## src/rtl/pipe_arb_pkg.sv

```systemverilog
// Shared types and constants for the IF/MEM unified-memory arbiter.
package pipe_arb_pkg;

    typedef enum logic [1:0] {
        IDLE  = 2'd0,
        DATA  = 2'd1,
        FETCH = 2'd2
    } arb_state_e;

    localparam logic OWN_IF = 1'b0;
    localparam logic OWN_DM = 1'b1;

    localparam logic [31:0] ARB_ABORT_DATA = 32'hDEAD_BEEF;

    function automatic logic state_owner(input arb_state_e s);
        return (s == DATA) ? OWN_DM : OWN_IF;
    endfunction

endpackage

```

## src/rtl/pipe_arb_perf_cnt.sv

```systemverilog
// Saturating 16-bit event counter with synchronous clear.
// Latency: count visible one cycle after inc; holds at 16'hFFFF.
module pipe_arb_perf_cnt (
    input  logic        clock,
    input  logic        clr,
    input  logic        inc,
    output logic [15:0] cnt
);

    logic [15:0] cnt_q;
    logic [15:0] cnt_d;

    always_comb begin
        cnt_d = cnt_q;
        if (inc && (cnt_q != 16'hFFFF)) begin
            cnt_d = cnt_q + 16'd1;
        end
    end

    always_ff @(posedge clock) begin
        if (clr) begin
            cnt_q <= 16'd0;
        end else begin
            cnt_q <= cnt_d;
        end
    end

    assign cnt = cnt_q;

endmodule

```

## src/rtl/pipe_mem_arbiter.sv

```systemverilog
// Arbitrates one variable-latency memory between IF fetch and MEM data ports.
// Data beats fetch; optional perf counters under PIPE_ARB_PERF_CNT_EN.
module pipe_mem_arbiter
    import pipe_arb_pkg::*;
#(
    parameter int AW      = 32,
    parameter int DW      = 32,
    parameter int TIMEOUT = 255
) (
    input  logic          clock,
    input  logic          reset,
    input  logic          if_req,
    input  logic [AW-1:0] if_addr,
    output logic [DW-1:0] if_rdata,
    output logic          if_ready,
    input  logic          dm_req,
    input  logic          dm_we,
    input  logic [AW-1:0] dm_addr,
    input  logic [DW-1:0] dm_wdata,
    output logic [DW-1:0] dm_rdata,
    output logic          dm_ready,
    output logic          mem_en,
    output logic          mem_we,
    output logic [AW-1:0] mem_addr,
    output logic [DW-1:0] mem_wdata,
    input  logic [DW-1:0] mem_rdata,
    input  logic          mem_valid,
    output logic          err
`ifdef PIPE_ARB_PERF_CNT_EN
    ,
    output logic [15:0]   conflict_cnt,
    output logic [15:0]   fetch_stall_cnt
`endif
);

    localparam int CW = (TIMEOUT < 2) ? 1 : $clog2(TIMEOUT);
    localparam logic [CW-1:0] TMO_LAST = CW'(TIMEOUT - 1);

    arb_state_e    state_q, state_d;
    logic          mem_en_q, mem_en_d;
    logic          mem_we_q, mem_we_d;
    logic [AW-1:0] mem_addr_q, mem_addr_d;
    logic [DW-1:0] mem_wdata_q, mem_wdata_d;
    logic [DW-1:0] if_rdata_q, if_rdata_d;
    logic [DW-1:0] dm_rdata_q, dm_rdata_d;
    logic          if_ready_q, if_ready_d;
    logic          dm_ready_q, dm_ready_d;
    logic          err_q, err_d;
    logic [CW-1:0] tmo_q, tmo_d;

    // A requester still showing its ready pulse has a stale req.
    logic dm_go, if_go;
    assign dm_go = dm_req & ~dm_ready_q;
    assign if_go = if_req & ~if_ready_q;

    always_comb begin
        state_d     = state_q;
        mem_en_d    = mem_en_q;
        mem_we_d    = mem_we_q;
        mem_addr_d  = mem_addr_q;
        mem_wdata_d = mem_wdata_q;
        if_rdata_d  = if_rdata_q;
        dm_rdata_d  = dm_rdata_q;
        if_ready_d  = 1'b0;
        dm_ready_d  = 1'b0;
        err_d       = err_q;
        tmo_d       = tmo_q;
        case (state_q)
            IDLE: begin
                mem_en_d = 1'b0;
                tmo_d    = '0;
                if (dm_go) begin
                    mem_en_d    = 1'b1;
                    mem_we_d    = dm_we;
                    mem_addr_d  = dm_addr;
                    mem_wdata_d = dm_wdata;
                    state_d     = DATA;
                end else if (if_go) begin
                    mem_en_d    = 1'b1;
                    mem_we_d    = 1'b0;
                    mem_addr_d  = if_addr;
                    mem_wdata_d = '0;
                    state_d     = FETCH;
                end
            end
            DATA, FETCH: begin
                if (mem_valid || (tmo_q == TMO_LAST)) begin
                    mem_en_d = 1'b0;
                    mem_we_d = 1'b0;
                    tmo_d    = '0;
                    state_d  = IDLE;
                    if (!mem_valid) begin
                        err_d = 1'b1;
                    end
                    if (state_owner(state_q) == OWN_DM) begin
                        dm_ready_d = 1'b1;
                        if (!mem_valid) begin
                            dm_rdata_d = DW'(ARB_ABORT_DATA);
                        end else if (!mem_we_q) begin
                            dm_rdata_d = mem_rdata;
                        end
                    end else begin
                        if_ready_d = 1'b1;
                        if_rdata_d = mem_valid ? mem_rdata : DW'(ARB_ABORT_DATA);
                    end
                end else begin
                    tmo_d = tmo_q + CW'(1);
                end
            end
            default: begin
                state_d  = IDLE;
                mem_en_d = 1'b0;
            end
        endcase
    end

    always_ff @(posedge clock) begin
        if (reset) begin
            state_q     <= IDLE;
            mem_en_q    <= 1'b0;
            mem_we_q    <= 1'b0;
            mem_addr_q  <= '0;
            mem_wdata_q <= '0;
            if_rdata_q  <= '0;
            dm_rdata_q  <= '0;
            if_ready_q  <= 1'b0;
            dm_ready_q  <= 1'b0;
            err_q       <= 1'b0;
            tmo_q       <= '0;
        end else begin
            state_q     <= state_d;
            mem_en_q    <= mem_en_d;
            mem_we_q    <= mem_we_d;
            mem_addr_q  <= mem_addr_d;
            mem_wdata_q <= mem_wdata_d;
            if_rdata_q  <= if_rdata_d;
            dm_rdata_q  <= dm_rdata_d;
            if_ready_q  <= if_ready_d;
            dm_ready_q  <= dm_ready_d;
            err_q       <= err_d;
            tmo_q       <= tmo_d;
        end
    end

    assign mem_en    = mem_en_q;
    assign mem_we    = mem_we_q;
    assign mem_addr  = mem_addr_q;
    assign mem_wdata = mem_wdata_q;
    assign if_rdata  = if_rdata_q;
    assign if_ready  = if_ready_q;
    assign dm_rdata  = dm_rdata_q;
    assign dm_ready  = dm_ready_q;
    assign err       = err_q;

`ifdef PIPE_ARB_PERF_CNT_EN
    pipe_arb_perf_cnt u_conflict_cnt (
        .clock (clock),
        .clr   (reset),
        .inc   ((state_q == IDLE) & dm_go & if_go),
        .cnt   (conflict_cnt)
    );

    pipe_arb_perf_cnt u_fetch_stall_cnt (
        .clock (clock),
        .clr   (reset),
        .inc   (if_req & ~if_ready_q),
        .cnt   (fetch_stall_cnt)
    );
`endif

endmodule

```

## config.mk

```make
export PLATFORM = sky130hd
export DESIGN_NAME = pipe_mem_arbiter
export DESIGN_NICKNAME = d
export VERILOG_FILES = /design/src/rtl/pipe_arb_pkg.sv /design/src/rtl/pipe_arb_perf_cnt.sv /design/src/rtl/pipe_mem_arbiter.sv
export SDC_FILE = /design/constraint.sdc
export NUM_CORES = 1
export LEC_CHECK = 0
export ABC_CLOCK_PERIOD_IN_PS = 1800
export BUFFER_PORTS_ARGS = -buffer_cell sky130_fd_sc_hd__buf_2
export CORE_UTILIZATION = 30
export CTS_CLUSTER_SIZE = 8
export DETAILED_ROUTE_END_ITERATION = 10
export GPL_TIMING_DRIVEN = 0
export PLACE_DENSITY = 0.64
export SLEW_MARGIN = 20
export SYNTH_ARGS = -nofsm -noshare
export SYNTH_HDL_FRONTEND = slang
export SYNTH_SLANG_ARGS = --single-unit
```

## constraint.sdc

```tcl
create_clock -name clock -period 1.8 [get_ports clock]
set_input_delay 0.36 -clock clock [delete_from_list [all_inputs] [get_ports clock]]
set_output_delay 0.36 -clock clock [all_outputs]
set_load 0.02 [all_outputs]
```

==> flow_summary_export.csv, run 1 <==
group,metric,value,unit
final_layout,drive_gt1_frac,0.374,
synth,synthFlopType,"dfxtp_1",
global_routing,grt_start_max_net_pins,17,
timing,slew_headroom,0.591,
cts,cts_buffer_depth,2,
route,drt_wl_total,19600,um
route,drt-initial-drc-count,290,
synth,yosys.area_share.simple,0.191,
timing,final-setup-viol-count,0,
final_layout,nNetsFinal,1083,
timing,finalCritPeriodShare,0.990,
placed_design,dp_hpwl,14500,um
power_and_ir_drop,p_int,6270,uW
cts,clock_latency,0.42,ns
cts,cts-root-buf,"clkbuf_16",
worst_setup_path,start_kind,"flip-flop",
worst_setup_path,crit_path_max_incr_delay,0.36,ns
worst_setup_path,cp.required,2.14,ns
route,routedWlPerCell,16.5,um
floorplanning,die_h,140,um
power_and_ir_drop,p_seq_frac,0.399,
synth,syn_area,5700,um^2
power_and_ir_drop,cellLeakagePower,0.00366,uW
floorplanning,io_pins,267,
cts,clkSlewWorstSetupHoldPaths,0.06,ns
floorplanning,dieArea,19600,um^2
route,drtPass1Iterations,4,
power_and_ir_drop,p_per_area,1110,nW/um^2
placed_design,gp_congestion,0.795,
global_routing,antenna_found_initial,2,
timing,max_slew.worst_pin.slew,0.614,ns
power_and_ir_drop,p_sw_frac,0.307,
route,top_layer_used,"met4",
route,routed-wl-met2,9420,um
worst_setup_path,cp.arrival,2.12,ns
floorplanning,start_util,0.306,
final_layout,syn_to_final_growth,42.3,%
cts,numCtsBuffers,17,
worst_setup_path,critical_path.slowest_cell,"or3_4",
worst_setup_path,critPathMaxFanout,6,
power_and_ir_drop,clkPwrFrac,0.375,
floorplanning,die_w,140,um
floorplanning,rows,50,
power_and_ir_drop,vdd_drop_max,578,uV
synth,ys_seq_elements,143,
route,postRouteAntennaNets,0,
worst_setup_path,crit_path_end_kind,"flip-flop",
timing,fin_crit,1.78,ns
synth,synth_cell_types,34,
route,wl_met3,1000,um
synth,synth_nets,794,
final_layout,fin_cells,1190,
power_and_ir_drop,power,9040,uW
worst_setup_path,path_class,"reg2reg",
floorplanning,coreArea,18600,um^2
synth,netlist_instances,654,
synth,ys_seq_area_frac,0.502,
final_layout,final_cell_mix,"272 x buf_2, 141 x dfxtp_1, 78 x nor2_1",
cts,cts.sinks,143,
synth,ys_async_sr_fraction,0,
synth,synth-adder-area-share,0.0132,
final_layout,multi_input_area,2670,um^2
synth,synth_xor_area_frac,0.0108,
worst_setup_path,r2r_slack,0.02,ns
synth,syn_area_per_cell,8.72,um^2
route,via_count,5945,
route,drc_errors,0,
power_and_ir_drop,pwr-share-comb,0.226,
placed_design,io_buffers,266,
run,drv_cap,0,
final_layout,post-route-util,0.435,
timing,slew_violations,0,
hold_path,hold_class,"in2reg",
placed_design,placed_cells,1154,
timing,fmax,561,MHz
worst_setup_path,crit_chain,"inv_2 > ha_4 > nand4_1 > o2bb2a_4 > buf_8 > or3_4 > a21oi_2",
global_routing,grtUsageTotal,0.195,
global_routing,grt_pass1_wl,29600,um
timing,rsz0062_at_grt,"yes",
route,met1_length,8750,um
run_status,status,"finished, final reports clean",
synth,synth_compound_area_frac,0.236,
synth,synth_edf_count,0,
final_layout,fillers,1924,
power_and_ir_drop,p_sw,2770,uW
final_layout,mostFrequentLayoutCell,"buf_2",
synth,synthMuxAreaShare,0,
synth,yosysWarnings,0,
route,vias_per_cell,5.00,
global_routing,gr-total-overflow,0,
timing,hold_viol_final,0,
final_layout,seqCellArea,2870,um^2
cts,cts_tree,"done",
timing,finClkSkew,0.00992,ns
synth,synth_top_family_by_area,"compound AO/OA/AOI/OAI gates",
cts,cts_max_level,4,
global_routing,grt_pass1_vias,5491,
[final cells by class]
type,instances,area share
Sequential cell,143,0.353
Multi-Input combinational cell,443,0.329
Timing Repair Buffer,272,0.171
Clock buffer,19,0.0546
Buffer,61,0.0382
Tap cell,234,0.0361
Clock inverter,11,0.0146
Inverter,5,0.00231
Antenna cell,2,0.000617
[state kept, by name (all words and copies together), names as in the netlist]
| register | count |
|---|---|
| if_rdata | 32 |
| err | 1 |
| if_ready | 1 |
| mem_we | 1 |
| tmo_q | 8 |
| mem_addr | 32 |
| mem_wdata | 32 |
| mem_en | 1 |
| state_q | 2 |
| dm_ready | 1 |
| dm_rdata | 32 |
[power by group through the flow]
stage / Combinational (uW) / Clock, uW / Sequential (uW)
2_1_floorplan: 828 / 0 / 4010
3_3_place_gp: 1910 / 0 / 3670
3_5_place_dp: 1920 / 0 / 3670
4_1_cts: 1970 / 3460 / 3610
5_1_grt: 2210 / 3620 / 3640
6_report: 2040 / 3390 / 3610
[critical path, delay by kind of cell (launching register included)]
| kind | cells | cell delay, ns |
|---|---|---|
| AO/OA/AOI/OAI | 2 | 0.42 |
| adder cells (fa/ha/maj) | 1 | 0.27 |
| buffers and inverters | 2 | 0.20 |
| flip-flops | 1 | 0.35 |
| AND/OR/NAND/NOR | 2 | 0.46 |
[synth_stat cells, types with 2 or more instances]
library cell | n | area share
dfxtp_1 | 143 | 0.50
nor2_1 | 78 | 0.051
nand2_1 | 70 | 0.046
a21oi_1 | 63 | 0.055
clkbuf_1 | 51 | 0.034
o21ai_0 | 35 | 0.031
a22oi_1 | 32 | 0.042
a311oi_1 | 32 | 0.049
nor2b_1 | 28 | 0.031
a211oi_1 | 24 | 0.032
or3_1 | 24 | 0.026
nand4b_1 | 9 | 0.014
a32o_1 | 8 | 0.014
and3_1 | 8 | 0.0088
buf_2 | 8 | 0.0070
ha_1 | 6 | 0.013
inv_1 | 5 | 0.0033
xor2_1 | 4 | 0.0061
clkbuf_2 | 3 | 0.0026
nor3_1 | 3 | 0.0026
xnor2_1 | 3 | 0.0046
nand3_1 | 2 | 0.0018
nand4_1 | 2 | 0.0022
o21a_1 | 2 | 0.0026
o21ai_1 | 2 | 0.0018
[cells by family (layout without fill, tap and decap cells)]
logic type / Yosys count / after routing
AOI/OAI and AO/OA: 202 / 202
xor gates and xnor gates: 7 / 7
adders and majority gates: 6 / 6
buffers and inverters: 68 / 368
DFF: 143 / 143
other: 0 / 2
and+or+nand+nor: 228 / 228
[through the flow]
step | worst slack (ns) | area [um^2] | hold WS [ns] | setup TNS (ns)
after global routing | -0.0204 | 8120 | 0.173 | -0.0662
final | 0.0182 | 8120 | 0.193 | 0
after detailed placement | -0.503 | 7330 | 0.467 | -30.19
after floorplan | 0.0370 | 5700 | 0.466 | 0
after CTS | 0.00227 | 7990 | 0.174 | 0
after global placement | -0.467 | 7330 | 0.443 | -27.32
[per-layer routing]
metal  up-vias  global-route usage
li1       2915                   -
met2       177               0.314
met3        26              0.0530
met1      2827               0.249
met4         0              0.0729
met5         -                   0
[worst paths after layout]
| check | start | cells past startpoint | end |
|---|---|---|---|
| setup / recovery | state_q[1] | 7 | if_rdata[26] |
| hold / removal | dm_wdata[24] | 3 | mem_wdata[24] |
| setup reg to reg | state_q[1] | 7 | if_rdata[26] |
| hold reg to reg | if_rdata[15] | 2 | if_rdata[15] |
[repair_timing]
action                     4_1_cts  5_1_grt
setup endpoints to repair       98      115
hold buffers                     0        0
setup buffers                    2        4
pin swaps                        1        4
resized for setup               28       61
No activity file was read; power rests on OpenSTA's default activity.
==> inputs of run 2 (changes only) <==
Settings changed: CORE_UTILIZATION 30 to 40, PLACE_DENSITY 0.64 to 0.73.
==> run 2 against run 1 <==
  * The run now ends with negative setup slack left
  * Clock skew down 0.0028 ns
  * Cell count decreased by 4.3%
  * First-iteration DRC count increased by 77%
  * Count of clock-buffer cells in the layout grew 8
  * Via count increased by 2.4%
  * Register-to-register slack worse by 0.04 ns
  * Setup slack lost 0.040 ns
  * Hold slack about the same
  * Utilization up 16 points
  * Non-clock buffer count rose by 2
  * Sequential power about the same
  * Critical path type unchanged
  * Highest routed layer unchanged
==> flow_summary_export.csv, run 2 (synthesized netlist as in run 1, its figures left out) <==
group,metric,value,unit
power_and_ir_drop,vdd_drop_max,704,uV
route,routedWlPerCell,17.4,um
final_layout,nNetsFinal,1085,
power_and_ir_drop,p_per_area,1140,nW/um^2
global_routing,grt_pass1_vias,5356,
timing,finClkSkew,0.00714,ns
power_and_ir_drop,cellLeakagePower,0.00376,uW
timing,max_slew.worst_pin.slew,0.681,ns
cts,cts_tree,"done",
worst_setup_path,critPathMaxFanout,8,
run,drv_cap,0,
route,postRouteAntennaNets,0,
floorplanning,io_pins,267,
timing,finalCritPeriodShare,1.01,
route,drt-initial-drc-count,513,
timing,hold_viol_final,0,
placed_design,dp_slack,-0.403,ns
floorplanning,rows,43,
worst_setup_path,critical_path.slowest_cell,"or3_4",
worst_setup_path,crit_path_max_incr_delay,0.36,ns
hold_path,hold_class,"in2reg",
placed_design,gp_congestion,0.822,
cts,clock_latency,0.42,ns
timing,fin_crit,1.82,ns
floorplanning,dieArea,14700,um^2
cts,cts_buffer_depth,2,
final_layout,mostFrequentLayoutCell,"buf_2",
timing,fmax,549,MHz
cts,cts_max_level,4,
worst_setup_path,crit_path_end_kind,"flip-flop",
worst_setup_path,cp.arrival,2.16,ns
worst_setup_path,critical_path.top_delay_family,"simple AND/OR/NAND/NOR gates",
final_layout,drive_gt1_frac,0.400,
route,drtPass1Iterations,6,
cts,numCtsBuffers,17,
floorplanning,die_w,121,um
global_routing,gr-total-overflow,0,
final_layout,final_cell_mix,"272 x buf_2, 141 x dfxtp_1, 78 x nor2_1",
final_layout,post-route-util,0.594,
floorplanning,start_util,0.411,
worst_setup_path,start_kind,"flip-flop",
floorplanning,die_h,121,um
floorplanning,coreArea,13900,um^2
route,via_count,6086,
cts,cts-root-buf,"clkbuf_16",
route,drc_errors,0,
timing,rsz0062_at_grt,"yes",
placed_design,io_buffers,266,
cts,clkSlewWorstSetupHoldPaths,0.06,ns
worst_setup_path,path_class,"reg2reg",
run_status,status,"finished with violations",
worst_setup_path,crit_chain,"inv_2 > ha_4 > nand4_1 > o2bb2a_4 > buf_8 > or3_4 > a21oi_2",
worst_setup_path,worst-path-buf-inv,2,
global_routing,antenna_found_initial,1,
run_status,violations,"negative setup slack",
worst_setup_path,cp.required,2.14,ns
timing,slew_violations,0,
timing,slew_headroom,0.546,
global_routing,grt_start_max_net_pins,17,
placed_design,dp_hpwl,14400,um
final_layout,fin_area,8250,um^2
placed_design,dpl_cell_area,7260,um^2
power_and_ir_drop,power,9370,uW
global_routing,grtUsageTotal,0.252,
timing,final-setup-viol-count,2,
route,vias_per_cell,5.34,
cts,cts.sinks,143,
timing,worst_slack,-0.0215,ns
global_routing,grt_pass1_wl,28400,um
final_layout,syn_to_final_growth,44.6,%
route,drt_wl_total,19800,um
[run 2: cell count changes in the layout (fill, tap and decap cells not counted), sizes merged]
cell / delta
clkinvlp: -4
diode: -1
clkinv: -3
clkbuf: +10
bufinv: +1
[run 2: path summary, 6_finish.rpt]
path / startpoint / endpoint / slack (ns) / cells after the start
worst max register to register: state_q[1] / if_rdata[25] / -0.02 / 7
worst min register to register: if_rdata[16] / if_rdata[16] / 0.45 / 2
worst min-delay path: dm_wdata[19] / mem_wdata[19] / 0.19 / 3
worst max-delay path: state_q[1] / if_rdata[25] / -0.02 / 7
[run 2: cell type report]
cell class	count	area, um^2
Fill cell	1256	5630
Sequential cell	143	2870
Multi-Input combinational cell	443	2770
Timing Repair Buffer	274	1430
Clock buffer	27	513
Buffer	61	317
Tap cell	180	225
Clock inverter	5	100
Inverter	5	21.3
Antenna cell	1	2.50
[run 2: where the power goes]
group          total [uW]  internal (uW)  switching [uW]
clock network        3650           2360            1280
registers            3610           3460             152
logic                2110            801            1310
total                9370           6630            2750
[run 2: stage by stage]
| stage | cells | hold WS [ns] | TNS [ns] |
|---|---|---|---|
| CTS | 1131 | 0.182 | -0.0118 |
| floorplan | 654 | 0.466 | 0 |
| global route | 1139 | 0.198 | -1.13 |
| detailed placement | 1100 | 0.453 | -24.44 |
| global placement | 1100 | 0.444 | -22.97 |
| finish | 1139 | 0.193 | -0.0235 |
[run 2: metal layers]
| layer | GRT usage | part of all wire |
|---|---|---|
| met4 | 0.0849 | 0.019 |
| met1 | 0.327 | 0.42 |
| met3 | 0.0695 | 0.070 |
| met5 | 0 | 0 |
| met2 | 0.401 | 0.49 |
[run 2: worst reg2reg max path, cell delays in order, from the launching register on]
cell      delay [ns]
dfxtp_2         0.34
inv_2           0.06
ha_4            0.28
nand4_1         0.11
o2bb2a_4        0.30
buf_8           0.15
or3_4           0.36
a21oi_2         0.15
[run 2: timing repair]
item | CTS | global route
pin swaps | 0 | 37
resized for setup | 22 | 107
cloned | 0 | 3
hold buffers | 0 | 0
setup endpoints to repair | 79 | 126
setup buffers | 0 | 5
==> inputs of run 3 (changes only) <==
Settings changed: ABC_AREA set to 1, PLACE_DENSITY 0.73 to 0.72.
==> run 3 against run 2 <==
  * The run ends with design-rule violations left
  * Count of clock-buffer cells in the layout fell by 9
  * Sequential cell count stayed put
  * Power shrank 3.4%
  * Critical path depth unchanged
  * Sequential power shrank 1%
  * Maximum frequency is 13% higher
  * Via count rose by 2.4%
  * Hold slack got worse by 0.0016 ns
  * Global-route usage down 1.3 points
  * Largest cell class unchanged
==> flow_summary_export.csv, run 3 <==
group,metric,value,unit
cts,cts_buffer_depth,2,
synth,synth_edf_count,0,
final_layout,seqCellArea,2860,um^2
timing,fmax,619,MHz
global_routing,grtUsageTotal,0.240,
floorplanning,start_util,0.412,
cts,cts_tree,"done",
power_and_ir_drop,clkPwrFrac,0.387,
route,vias_per_cell,4.88,
cts,cts.sinks,143,
worst_setup_path,path_class,"reg2reg",
final_layout,fillers,1451,
timing,finalCritPeriodShare,0.898,
worst_setup_path,cp.arrival,1.93,ns
power_and_ir_drop,cellLeakagePower,0.00391,uW
timing,slew_headroom,0.676,
cts,cts_max_level,4,
cts,cts_hold_buf,0,
synth,netlist_instances,796,
final_layout,diodes,0,
synth,syn_area,6030,um^2
global_routing,grt_pass1_wl,29800,um
global_routing,met3_usage,0.0829,
placed_design,dp_slack,-0.0156,ns
global_routing,antenna_found_initial,0,
synth,synthTopCellsByArea,"dfxtp_1 47%, a21oi_1 12%, nand2_1 10%, nand3_1 4.1%, nor3_1 4.1%",
run,drv_cap,0,
timing,max_slew.worst_pin.slew,0.486,ns
run_status,violations,"design-rule violations",
worst_setup_path,cp.required,2.11,ns
timing,fin_crit,1.62,ns
placed_design,io_buffers,264,
run_status,status,"finished with violations",
power_and_ir_drop,p_int,6220,uW
synth,yosys.area.top_type,"dfxtp_1",
route,postRouteAntennaNets,0,
final_layout,post-route-util,0.560,
synth,synthFlopType,"dfxtp_1",
route,drt-initial-drc-count,307,
route,drt_wl_total,18300,um
timing,rsz0062_at_grt,"no",
hold_path,hold_class,"in2reg",
global_routing,gr-total-overflow,0,
final_layout,mostFrequentLayoutCell,"buf_2",
timing,final-setup-viol-count,0,
floorplanning,dieArea,15600,um^2
placed_design,dp_hpwl,14000,um
final_layout,multi_input_area,2620,um^2
final_layout,final_cell_mix,"285 x buf_2, 160 x nand2_1, 143 x dfxtp_1",
timing,slew_violations,0,
global_routing,grt_start_max_net_pins,17,
worst_setup_path,critPathMaxFanout,10,
worst_setup_path,crit_path_end_kind,"flip-flop",
synth,netlist.area_leader.share,0.474,
synth,synth_cell_types,26,
placed_design,dpl_cell_area,7580,um^2
cts,clkSlewWorstSetupHoldPaths,0.06,ns
global_routing,top_usage_layer,"met2",
power_and_ir_drop,p_sw,2830,uW
timing,worst_slack,0.183,ns
timing,finClkSkew,0.00820,ns
final_layout,drive_gt1_frac,0.337,
floorplanning,die_h,125,um
power_and_ir_drop,p_per_area,1100,nW/um^2
synth,yosys.cell_count.top_type,"nand2_1",
global_routing,grt.met1_usage,0.279,
synth,ys_async_sr_fraction,0,
power_and_ir_drop,pwr-share-comb,0.219,
floorplanning,rows,44,
synth,ys_seq_area_frac,0.474,
synth,ys_seq_elements,143,
global_routing,grt.met2_usage,0.414,
route,routedWlPerCell,14.4,um
power_and_ir_drop,vdd_drop_max,792,uV
power_and_ir_drop,p_seq_frac,0.395,
cts,cts-root-buf,"clkbuf_16",
final_layout,nNetsFinal,1219,
route,drtPass1Iterations,8,
floorplanning,io_pins,267,
final_layout,syn_to_final_growth,35.8,%
synth,yosysWarnings,0,
placed_design,gp_congestion,0.828,
timing,hold_viol_final,0,
worst_setup_path,start_kind,"flip-flop",
final_layout,fin_area,8200,um^2
route,via_count,6233,
synth,synth.top_cells.by_count,"161 x nand2_1, 143 x dfxtp_1, 141 x a21oi_1, 61 x inv_1",
route,drc_errors,46,
floorplanning,die_w,125,um
cts,numCtsBuffers,17,
cts,post-cts-setup-buffers,0,
synth,syn_area_per_cell,7.58,um^2
synth,synth_nets,936,
global_routing,grt_pass1_vias,5997,
cts,clock_latency,0.42,ns
power_and_ir_drop,p_sw_frac,0.313,
floorplanning,coreArea,14600,um^2
run 3: changes by cell type after synthesis, moves of 25 or more:
cell,previous run,this run
a22oi_1,32,0
nand2_1,70,161
a311oi_1,32,0
nor3_1,3,49
inv_1,5,61
clkbuf_1,51,26
nor2b_1,28,0
o21ai_0,35,2
nor2_1,78,47
nand4_1,2,34
nand3_1,2,49
a21oi_1,63,141
run 3: area by class of cell:
class / instances / share of cell area
flip-flops and latches: 143 / 0.349
inverters: 65 / 0.0298
plain buffers: 61 / 0.0398
clock buffers: 18 / 0.0536
clock inverters: 14 / 0.0186
repair buffers: 264 / 0.161
well taps: 184 / 0.0281
multi-input cells: 527 / 0.320
run 3: worst max-delay path: stages, from the launching register on:
cell and delay, ns:
dfxtp_1 0.37, inv_1 0.09, ha_1 0.19, clkinv_1 0.17
clkbuf_1 0.38, nand4_1 0.17, nand2_1 0.11, a21oi_2 0.04
run 3: path summary, 6_finish.rpt:
| path | slack, ns | cells past startpoint | end | from |
|---|---|---|---|---|
| min | 0.19 | 3 | mem_wdata[3] | dm_wdata[3] |
| min reg2reg | 0.46 | 2 | mem_wdata[15] | mem_wdata[15] |
| max reg2reg | 0.18 | 7 | if_rdata[7] | state_q[1] |
| max | 0.18 | 7 | if_rdata[7] | state_q[1] |
run 3: logic make-up after synthesis:
kind of cell,Yosys count,synth area share
buffers and inverters,126,0.0935
AND/OR/NAND/NOR,349,0.259
adder cells (fa/ha/maj),6,0.0124
AO/OA/AOI/OAI,168,0.155
XOR/XNOR,4,0.00581
flip-flops,143,0.474
run 3: power groups by stage:
stage,combinational (uW),clock [uW],sequential (uW)
5_1_grt,2180,3730,3600
3_3_place_gp,1950,0,3630
6_report,1980,3500,3570
3_5_place_dp,1970,0,3640
2_1_floorplan,939,0,3960
4_1_cts,1980,3580,3570
run 3: per-stage QoR:
stage,hold slack [ns],total power (uW),std cells,TNS (ns)
floorplan,0.456,4900,796,0
global placement,0.443,5580,1244,0
detailed placement,0.445,5600,1244,-0.0461
CTS,0.173,9130,1276,0
global route,0.177,9520,1276,0
finish,0.192,9050,1276,0
run 3: per-layer routing:
metal | routed length [um] | share of wire
met1 | 7850 | 0.43
met5 | 0 | 0
met4 | 297 | 0.016
met2 | 8660 | 0.47
met3 | 1510 | 0.082
run 3: repair_timing:
item / 4_1_cts / 5_1_grt
endpoints found under the setup margin: 7 / 39
resized for setup: 1 / 8
gates cloned: 0 / 0
hold endpoints to repair: 0 / 0
